$ cat src/rtl/spi_master_gen_pkg.sv
// Shared types for the ILI9341 SPI path: FSM states, SPI mode encoding and
// a counter-width helper.
package pkg_ili9341;

   typedef enum logic [1:0] {IDLE, SETUP, XFER, HOLD} spi_state_e;

   typedef struct packed {
      logic cpol;
      logic cpha;
   } spi_mode_t;

   localparam spi_mode_t SPI_MODE0 = '{cpol: 1'b0, cpha: 1'b0};
   localparam spi_mode_t SPI_MODE1 = '{cpol: 1'b0, cpha: 1'b1};
   localparam spi_mode_t SPI_MODE2 = '{cpol: 1'b1, cpha: 1'b0};
   localparam spi_mode_t SPI_MODE3 = '{cpol: 1'b1, cpha: 1'b1};

   // Width of a counter that must hold 0..n-1, never narrower than one bit.
   function automatic int cnt_w(input int n);
      return (n > 1) ? $clog2(n) : 1;
   endfunction

endpackage

$ cat src/rtl/spi_master_gen_fifo.sv
// Show-ahead synchronous TX FIFO; writes into a full FIFO are dropped even
// when a read happens in the same cycle.
module spi_tx_fifo #(
   parameter int WIDTH = 9,
   parameter int DEPTH = 8
) (
   input  logic             clk,
   input  logic             rst,
   input  logic             wr,
   input  logic [WIDTH-1:0] wdata,
   input  logic             rd,
   output logic [WIDTH-1:0] rdata,
   output logic             full,
   output logic             empty
);

   localparam int AW = $clog2(DEPTH);
   localparam int CW = AW + 1;

   logic [WIDTH-1:0] mem [DEPTH];
   logic [AW-1:0]    wr_ptr, rd_ptr;
   logic [CW-1:0]    count, count_nxt;
   logic             push, pop;

   assign push      = wr && !full;
   assign pop       = rd && !empty;
   assign count_nxt = count + CW'(push) - CW'(pop);
   assign rdata     = mem[rd_ptr];

   always_ff @(posedge clk or negedge rst) begin
      if (!rst) begin
         wr_ptr <= '0;
         rd_ptr <= '0;
         count  <= '0;
         full   <= 1'b0;
         empty  <= 1'b1;
      end else begin
         if (push) wr_ptr <= wr_ptr + 1'b1;
         if (pop)  rd_ptr <= rd_ptr + 1'b1;
         count <= count_nxt;
         full  <= (count_nxt == CW'(DEPTH));
         empty <= (count_nxt == '0);
      end
   end

   always_ff @(posedge clk) begin
      if (push) mem[wr_ptr] <= wdata;
   end

endmodule

$ cat src/rtl/spi_master_gen.sv
// Buffered SPI master for the ILI9341 path: FIFO-fed words go out as one
// CS-low burst with programmable mode, divider and word width.
module spi_master_gen
   import pkg_ili9341::*;
#(
   parameter int DATA_W     = 8,
   parameter int DIV        = 4,
   parameter int FIFO_DEPTH = 8
) (
   input  logic              clk,
   input  logic              rst,
   input  logic [1:0]        i_mode,
   input  logic              i_wr,
   input  logic [DATA_W-1:0] i_wdata,
   input  logic              i_wdc,
   output logic              o_full,
   output logic              o_empty,
   output logic              o_busy,
   output logic [DATA_W-1:0] o_rdata,
   output logic              o_rvalid,
   input  logic              miso,
   output logic              sclk,
   output logic              mosi,
   output logic              dc,
   output logic              cs
);

   localparam int DW = cnt_w(DIV);
   localparam int BW = cnt_w(DATA_W);

   spi_state_e        state, state_nxt;
   spi_mode_t         mode_q, mode_nxt;
   logic [DW-1:0]     div_cnt, div_nxt;
   logic [BW-1:0]     bit_cnt, bit_nxt;
   logic              half_q, half_nxt, nxt_vld, nxt_vld_nxt;
   logic [DATA_W-1:0] tx_sh, tx_nxt, rx_sh, rx_nxt, rdata_nxt;
   logic [DATA_W-1:0] tx_shl, rx_shift, load_tx;
   logic              sclk_nxt, mosi_nxt, dc_nxt, cs_nxt, rvalid_nxt;
   logic              fifo_rd, cpha_ld, div_end, bit_last;
   logic [DATA_W:0]   head;

   spi_tx_fifo #(.WIDTH(DATA_W + 1), .DEPTH(FIFO_DEPTH)) u_fifo (
      .clk  (clk),
      .rst  (rst),
      .wr   (i_wr),
      .wdata({i_wdc, i_wdata}),
      .rd   (fifo_rd),
      .rdata(head),
      .full (o_full),
      .empty(o_empty)
   );

   assign div_end  = (div_cnt == DW'(DIV - 1));
   assign bit_last = (bit_cnt == BW'(DATA_W - 1));
   assign tx_shl   = {tx_sh[DATA_W-2:0], 1'b0};
   assign rx_shift = {rx_sh[DATA_W-2:0], miso};
   // CPHA=0 presents the MSB before the first edge, so the shifter starts one bit ahead.
   assign cpha_ld  = (state == IDLE) ? i_mode[0] : mode_q.cpha;
   assign load_tx  = cpha_ld ? head[DATA_W-1:0] : {head[DATA_W-2:0], 1'b0};

   always_comb begin
      state_nxt   = state;
      mode_nxt    = mode_q;
      div_nxt     = div_cnt;
      bit_nxt     = bit_cnt;
      half_nxt    = half_q;
      nxt_vld_nxt = nxt_vld;
      tx_nxt      = tx_sh;
      rx_nxt      = rx_sh;
      rdata_nxt   = o_rdata;
      rvalid_nxt  = 1'b0;
      sclk_nxt    = sclk;
      mosi_nxt    = mosi;
      dc_nxt      = dc;
      cs_nxt      = cs;
      fifo_rd     = 1'b0;
      case (state)
         IDLE: begin
            cs_nxt   = 1'b1;
            sclk_nxt = mode_q.cpol;
            if (!o_empty) begin
               state_nxt = SETUP;
               mode_nxt  = spi_mode_t'(i_mode);
               cs_nxt    = 1'b0;
               sclk_nxt  = i_mode[1];
               div_nxt   = '0;
               bit_nxt   = '0;
               fifo_rd   = 1'b1;
               dc_nxt    = head[DATA_W];
               mosi_nxt  = head[DATA_W-1];
               tx_nxt    = load_tx;
            end
         end
         SETUP: begin
            if (!div_end) div_nxt = div_cnt + 1'b1;
            else begin
               state_nxt   = XFER;
               div_nxt     = '0;
               half_nxt    = 1'b0;
               nxt_vld_nxt = 1'b0;
               sclk_nxt    = ~mode_q.cpol;
               if (mode_q.cpha) begin
                  mosi_nxt = tx_sh[DATA_W-1];
                  tx_nxt   = tx_shl;
               end else rx_nxt = rx_shift;
            end
         end
         XFER: begin
            if (!div_end) div_nxt = div_cnt + 1'b1;
            else begin
               div_nxt = '0;
               if (!half_q) begin
                  half_nxt = 1'b1;
                  sclk_nxt = mode_q.cpol;
                  if (mode_q.cpha) begin
                     rx_nxt = rx_shift;
                     if (bit_last) begin
                        rdata_nxt  = rx_shift;
                        rvalid_nxt = 1'b1;
                     end
                  end
                  if (!bit_last) begin
                     if (!mode_q.cpha) begin
                        mosi_nxt = tx_sh[DATA_W-1];
                        tx_nxt   = tx_shl;
                     end
                  end else if (!o_empty) begin
                     // Next word is staged during the last trailing half so it starts gap-free.
                     fifo_rd     = 1'b1;
                     dc_nxt      = head[DATA_W];
                     tx_nxt      = load_tx;
                     nxt_vld_nxt = 1'b1;
                     if (!mode_q.cpha) mosi_nxt = head[DATA_W-1];
                  end
               end else if (!bit_last || nxt_vld) begin
                  half_nxt    = 1'b0;
                  sclk_nxt    = ~mode_q.cpol;
                  nxt_vld_nxt = 1'b0;
                  bit_nxt     = bit_last ? '0 : bit_cnt + 1'b1;
                  if (mode_q.cpha) begin
                     mosi_nxt = tx_sh[DATA_W-1];
                     tx_nxt   = tx_shl;
                  end else begin
                     rx_nxt = rx_shift;
                     if (!bit_last && bit_cnt == BW'(DATA_W - 2)) begin
                        rdata_nxt  = rx_shift;
                        rvalid_nxt = 1'b1;
                     end
                  end
               end else state_nxt = HOLD;
            end
         end
         HOLD: begin
            if (!div_end) div_nxt = div_cnt + 1'b1;
            else begin
               div_nxt   = '0;
               cs_nxt    = 1'b1;
               state_nxt = IDLE;
            end
         end
         default: state_nxt = IDLE;
      endcase
   end

   always_ff @(posedge clk or negedge rst) begin
      if (!rst) begin
         state    <= IDLE;
         mode_q   <= SPI_MODE0;
         div_cnt  <= '0;
         bit_cnt  <= '0;
         half_q   <= 1'b0;
         nxt_vld  <= 1'b0;
         tx_sh    <= '0;
         rx_sh    <= '0;
         o_rdata  <= '0;
         o_rvalid <= 1'b0;
         o_busy   <= 1'b0;
         sclk     <= 1'b0;
         mosi     <= 1'b0;
         dc       <= 1'b0;
         cs       <= 1'b1;
      end else begin
         state    <= state_nxt;
         mode_q   <= mode_nxt;
         div_cnt  <= div_nxt;
         bit_cnt  <= bit_nxt;
         half_q   <= half_nxt;
         nxt_vld  <= nxt_vld_nxt;
         tx_sh    <= tx_nxt;
         rx_sh    <= rx_nxt;
         o_rdata  <= rdata_nxt;
         o_rvalid <= rvalid_nxt;
         o_busy   <= (state_nxt != IDLE);
         sclk     <= sclk_nxt;
         mosi     <= mosi_nxt;
         dc       <= dc_nxt;
         cs       <= cs_nxt;
      end
   end

endmodule

$ cat config.mk
export PLATFORM = sky130hd
export DESIGN_NAME = spi_master_gen
export DESIGN_NICKNAME = d
export VERILOG_FILES = /design/src/rtl/spi_master_gen_pkg.sv /design/src/rtl/spi_master_gen_fifo.sv /design/src/rtl/spi_master_gen.sv
export SDC_FILE = /design/constraint.sdc
export NUM_CORES = 1
export LEC_CHECK = 0
export ABC_AREA = 0
export CAP_MARGIN = 10
export CORE_MARGIN = 1.5
export CORE_UTILIZATION = 60
export DETAILED_ROUTE_END_ITERATION = 8
export PLACE_DENSITY_LB_ADDON = 0.2
export SYNTH_ARGS = -nofsm -noshare
export SYNTH_HDL_FRONTEND = slang
export SYNTH_SLANG_ARGS = --single-unit
export TNS_END_PERCENT = 10
$ cat constraint.sdc
create_clock -name clk -period 3.5 [get_ports clk]
set_input_delay 0.7 -clock clk [delete_from_list [all_inputs] [get_ports clk]]
set_output_delay 0.7 -clock clk [all_outputs]
set_load 0.05 [all_outputs]
==> impl_results.md, run 1 <==
* Max-cap viol count at 0
* Pre-CTS setup slack at about 0.54 ns
* Synth top area cells: edfxtp_1 38%, dfrtp_1 22%, mux2_2 4.3%, mux4_2 4.3%, ha_1 3.3%
* Iter 0 DRT Violations at between 150 and 200
* Setup TNS at 0 ns
* Max clock buf depth at 2
* Synthesized area at between 5000 and 6000 sq um
* CP Cell Sequence: ha_1 > ha_1 > and2b_1 > a31oi_1 > nor2_1 > ha_1 > inv_1 > ha_1 > fa_1 > xor2_1 > or3_1 > nor2b_1
* Number of diodes at 0
* Worst slew pin tran at 0.928 ns
* CTS Sinks at between 100 and 150
* Seq cells post-synth at roughly 120
* Static leakage at approximately 2.6 nW
* FFs w/ async S/R, synth at 0.419
* CP dominant cell by count: ha_1
* Final Max Tran Viols at 0
* CTS Buf Count at 17
* DR vias/cell at around 6
* P per Cell Area at between 900 and 1000 nW/um^2
* Final number of hold-violating endpoints at 0
* Die footprint at 10100 sq um
* Post-route DRC at 0
* Clock transition at path regs at about 0.060 ns
* Gr ovfl total at 0
* Worst EP arrival at around 3.4 ns
* Final setup viols at 0
* Hold_buf cts at 0
* HPWL reported at the end of detailed placement at ~7000 um
* Post-Synthesis Cells at approximately 390
* H-tree level count at 4
* CP endpoint kind: flop
* Worst Path Buf+Inv at 1
* Ys flop type: edfxtp_1
* Most frequent cell after synthesis: edfxtp_1
* IO Pins at 31
* Clk_lat worst skew at ~0.51 ns
* Post-route cell area at 6760 sq um
* Worst path max stage delay at between 0.4 and 0.5 ns
* CTS tree: yes
* Area of the multi-input gates at between 2000 and 2500 sq um
* Sequential area share after synthesis at 0.608
* Placed Instance Area at around 6000 sq um
* Initial antenna violation count at 0
* Slew HR at 0.381
* List of most frequent post-synthesis cells: 72 x edfxtp_1, 50 x dfrtp_1, 23 x nand2_1
* Critical Path RT at 3.95 ns
* # resized after CTS at 0
* Worst reg2reg path startpoint: bit_cnt[1]
* Gr usage total at 0.245
* DRT Pass-1 Iters at 4
* Number of distinct library cells after synthesis at 58
* Tcrit/Tclk final at 0.848
* FP Rows at 35
* Die width at 101 um
* Initial Util at 0.617
* Crit path from: bit_cnt[1]
* VDD IR max at 0.521 mV
* Post-synth EDFFs at slightly above 70
* Maximum clock frequency at 337 MHz
* Core Area at slightly above 9000 sq um
* Fill count at about 570
* Clk_skew at slightly above 0.01 ns
* Synthesized area per cell at about 15 sq um
* First-pass GRT wire length at approximately 18000 um
* Worst path slowest cell: fa_1
* IO Port Bufs at 30
* Yosys warns at 0
* Status: complete, no violations
* Largest area contributor in the netlist: edfxtp_1
* Largest net degree at the start of global routing at 33
* Vias at approximately 3500
* Critical path startpoint category: flop
* Postcts setup bufs at 0
* Die Span Y at around 100 um
* RSZ-0062 raised after global routing: no
* Routed Antenna Nets at 0
* Cell chosen for the clock root: clkbuf_8
* Tightest Hold Check Type: in -> async
* Share of the synthesized area in the top cell type at 0.379
* Final min period at roughly 3.0 ns
* CP Max Fanout at 4
* Post-route worst setup slack at ~0.53 ns
* Gp weighted congestion at a little over 0.8
* Hold slack at 0.250 ns
* Share of cells above drive strength 1 at 0.195
* Wire length per cell at ~19 um
* Crit-path leading delay family: adder cells
* Area Growth Syn to Fin at 18.5%
* Seq. cell area at ~3500 sq um
* Vias in the first global route at approximately 3500
* Final nets at 469
* Routed Wire Length at about 11000 um
* Critical path class: reg -> reg
* Syn nets at between 400 and 500
## metal layers
metal,vias to the layer above,share of wire,track usage
met5,-,0,0
met4,0,0.019,0.0975
met3,25,0.038,0.0430
met2,110,0.51,0.417
met1,1747,0.43,0.317
li1,1613,-,-
## area by class of cell
class | count | area share
inverter | 12 | 0.00667
timing repair buffer | 47 | 0.0626
clock inverter | 15 | 0.0276
clock buffer | 17 | 0.0613
sequential | 124 | 0.513
multi-input combinational | 236 | 0.305
tap | 129 | 0.0239
## path summary, 6_finish.rpt
check / end / slack [ns] / depth (start not counted)
worst min-delay path: mode_q[1] / 0.25 / 1
max in group asynchronous: u_fifo.empty / 2.45 / 2
worst max register to register: u_fifo.full / 0.53 / 12
min in group clk: rx_sh[6] / 0.50 / 1
worst min register to register: rx_sh[6] / 0.50 / 1
worst max-delay path: u_fifo.full / 0.53 / 12
## flip-flops by register name, indices dropped and copies added (netlist names), 2 cells and up
signal and cells:
bit_cnt 3, div_cnt 2, mode_q 2, o_rdata 8, rx_sh 7, state 2, tx_sh 8, u_fifo.count 4
u_fifo.mem 72, u_fifo.rd_ptr 3, u_fifo.wr_ptr 3
## placed cells by master, fill, tap and decap left out, types with 2 or more instances in the layout
| cell type | n |
|---|---|
| clkbuf_16 | 16 |
| clkinv_1 | 2 |
| nor3b_1 | 6 |
| a21oi_1 | 16 |
| mux2_2 | 22 |
| o21ai_0 | 17 |
| mux4_2 | 11 |
| a21o_1 | 2 |
| xor2_1 | 3 |
| mux2i_1 | 11 |
| o2111ai_1 | 2 |
| nand4b_1 | 3 |
| o211a_1 | 2 |
| o2bb2ai_1 | 2 |
| dfstp_2 | 2 |
| a221oi_1 | 9 |
| mux4_1 | 7 |
| nor3_1 | 10 |
| mux2_1 | 4 |
| edfxtp_1 | 72 |
| a211oi_1 | 11 |
| xnor2_1 | 4 |
| inv_1 | 12 |
| nand2_1 | 23 |
| nor2b_1 | 8 |
| nand3_1 | 7 |
| nand2b_1 | 4 |
| clkdlybuf4s50_1 | 29 |
| nor2_1 | 12 |
| dfrtp_1 | 50 |
| ha_1 | 15 |
| inv_6 | 4 |
| clkinv_4 | 4 |
| bufinv_16 | 3 |
| a31oi_1 | 2 |
| buf_4 | 17 |
| or3_1 | 2 |
## metrics by stage
step | total power [mW] | util | cells
finish | 6.31 | 0.731 | 580
global route | 6.66 | 0.731 | 580
CTS | 6.32 | 0.731 | 580
detailed placement | 4.51 | 0.666 | 548
global placement | 4.42 | 0.666 | 548
floorplan | 3.96 | - | 393
## cell families (layout without fill, tap and decap cells)
family / Yosys count / after routing / synth area share
compound gates: 75 / 75 / 0.0915
xor+xnor: 7 / 7 / 0.0107
fa+ha+maj: 16 / 16 / 0.0364
buf+inv: 33 / 91 / 0.0309
flops: 124 / 124 / 0.608
mux: 55 / 55 / 0.146
simple gates: 83 / 83 / 0.0766
## power by group
group          total [mW]  internal (mW)  switching, mW
clock                1.76           1.10          0.659
sequential           2.28           1.90          0.374
combinational        2.28           1.04           1.24
Note: power is estimated with default switching activity, not from simulation.
==> inputs of run 2 (changes only) <==
clock period = 2.8 ns   (was 3.5 ns; I/O delays follow)
==> impl_results.md, run 2 (same netlist as run 1, synthesis figures left out) <==
* CTS Buf Count at 17
* Routed Wire Length at around 11000 um
* CP endpoint kind: flop
* P_int at roughly 5 mW
* P per Cell Area at around 1200 nW/um^2
* Worst path slowest cell: fa_2
* Met2 Use GR at 0.406
* Number of diodes at 0
* Grt met1 use at 0.316
* Clk_lat worst skew at 0.53 ns
* Commonest non-fill, non-tap cell in the layout: edfxtp_1
* Vias at around 3500
* Gr usage total at 0.249
* CP dominant cell by count: ha_2
* Critical path startpoint category: flop
* Clock transition at path regs at roughly 0.070 ns
* Final nets at between 400 and 500
* Placed Instance Area at 6220 sq um
* Critical path class: reg -> reg
* Register share of total power at 0.349
* Post-route cell area at 6850 sq um
* Die footprint at 10100 sq um
* Vias in the first global route at 3544
* Fill count at 574
* CTS Sinks at 124
* Clk_skew at between 0.01 and 0.015 ns
* Final Max Tran Viols at 0
* Max clock buf depth at 2
* Core Area at around 9200 sq um
* Slew HR at 0.391
* GRT Max-Usage Layer: met2
* Post-route DRC at 0
* Cell chosen for the clock root: clkbuf_8
* Share of cells above drive strength 1 at 0.234
* DR vias/cell at 6.01
* CP Max Fanout at 2
* Status: complete, no violations
* FP Rows at 35
* IO Port Bufs at 30
* Max-cap viol count at 0
* Worst EP arrival at around 3.2 ns
* Crit-path leading delay family: adder cells
* VDD IR max at ~0.72 mV
* Critical Path RT at 3.26 ns
* Comb power frac at 0.378
* HPWL reported at the end of detailed placement at 7000 um
* RSZ-0062 raised after global routing: yes
* DRT Pass-1 Iters at 5
* First-pass GRT wire length at ~18000 um
* Final number of hold-violating endpoints at 0
* Static leakage at approximately 2.7 nW
* H-tree level count at 4
* Pre-CTS setup slack at -0.0372 ns
* Final min period at roughly 2.8 ns
* Top reg by flops: u_fifo.mem
* Commonest cells after routing, fill and taps aside: 72 x edfxtp_1, 50 x dfrtp_1, 29 x clkdlybuf4s50_1
* Worst path max stage delay at between 0.4 and 0.5 ns
* Initial antenna violation count at 0
* Tightest Hold Check Type: in -> async
* Max reg flops at roughly 70
* Maximum clock frequency at approximately 360 MHz
* Worst slew pin tran at 0.914 ns
* Largest net degree at the start of global routing at 43
* Final setup viols at 0
* Routed Antenna Nets at 0
* Post-route worst setup slack at approximately 0.047 ns
* Area Growth Syn to Fin at 20.1%
* Grt met3 use at 0.0652
* Die width at about 100 um
* Initial Util at 0.617
* Gr ovfl total at 0
* CP Cell Sequence: ha_2 > ha_2 > and2b_1 > a31oi_4 > nor2_2 > ha_1 > inv_1 > ha_2 > fa_2 > or3_4 > nor2b_1
* Tcrit/Tclk final at 0.983
* Gp weighted congestion at approximately 0.87
* Worst Path Buf+Inv at 1
* Reg2reg setup slack at roughly 0.047 ns
* Die Span Y at between 100 and 150 um
* Biggest regs: u_fifo.mem x72, o_rdata x8, tx_sh x8
* IO Pins at 31
* Wire length per cell at ~19 um
* Switching power at between 2 and 3 mW
* CTS tree: yes
* Iter 0 DRT Violations at around 210
* Sw Ratio at 0.371
* Clk network pwr share at 0.273
## run 2: repair_timing
action	4_1_cts	5_1_grt
buffers inserted	3	0
setup endpoints to repair	2	2
cloned	0	0
hold buffers	0	0
gates resized for setup	3	1
pin swaps	4	2
## run 2: path summary, 6_finish.rpt
check | start | endpoint | cells past startpoint
worst min register to register | rx_sh[6] | rx_sh[6] | 1
max in group asynchronous | rst | u_fifo.rd_ptr[1] | 2
worst max register to register | bit_cnt[0] | u_fifo.full | 11
worst min-delay path | rst | o_busy | 1
worst max-delay path | bit_cnt[0] | u_fifo.full | 11
min in group clk | rx_sh[6] | rx_sh[6] | 1
## run 2: power by group through the flow
stage / combinational, mW / sequential, mW / clock, mW
2_1_floorplan: 2.23 / 2.74 / 0
3_3_place_gp: 2.82 / 2.76 / 0
3_5_place_dp: 2.91 / 2.79 / 0
4_1_cts: 2.98 / 2.76 / 2.19
5_1_grt: 3.32 / 2.82 / 2.26
6_report: 2.99 / 2.77 / 2.16
## run 2: worst reg2reg max path, delay by kind of cell, from the launching register on
kind                       cells  cell delay, ns
adders and majority gates      5            1.27
and+or+nand+nor                4            0.76
DFF                            1            0.38
AOI/OAI and AO/OA              1            0.20
buffers and inverters          1            0.07
## run 2: per-layer routing
| layer | vias up | wire length [um] |
|---|---|---|
| li1 | 1627 | - |
| met4 | 0 | 219 |
| met1 | 1757 | 4760 |
| met2 | 133 | 5610 |
| met3 | 27 | 649 |
| met5 | - | 0 |
## run 2: layout make-up
class / instances / area, sq um / area share
clock buffers: 17 / 414 / 0.0605
clock inverters: 15 / 169 / 0.0247
inverters: 12 / 45.0 / 0.00658
multi-input cells: 236 / 2100 / 0.306
flip-flops and latches: 124 / 3470 / 0.506
well taps: 129 / 161 / 0.0236
repair buffers: 57 / 498 / 0.0727
## run 2: metrics by stage
step / setup TNS, ns / std cells / hold slack (ns) / power [mW] / util
2_1_floorplan: 0 / 393 / 0.264 / 4.97 / -
3_5_place_dp: -0.0512 / 555 / 0.484 / 5.70 / 0.673
4_1_cts: 0 / 590 / 0.190 / 7.94 / 0.740
3_3_place_gp: 0 / 555 / 0.475 / 5.58 / 0.673
6_report: 0 / 590 / 0.159 / 7.92 / 0.741
5_1_grt: -0.0788 / 590 / 0.236 / 8.39 / 0.741
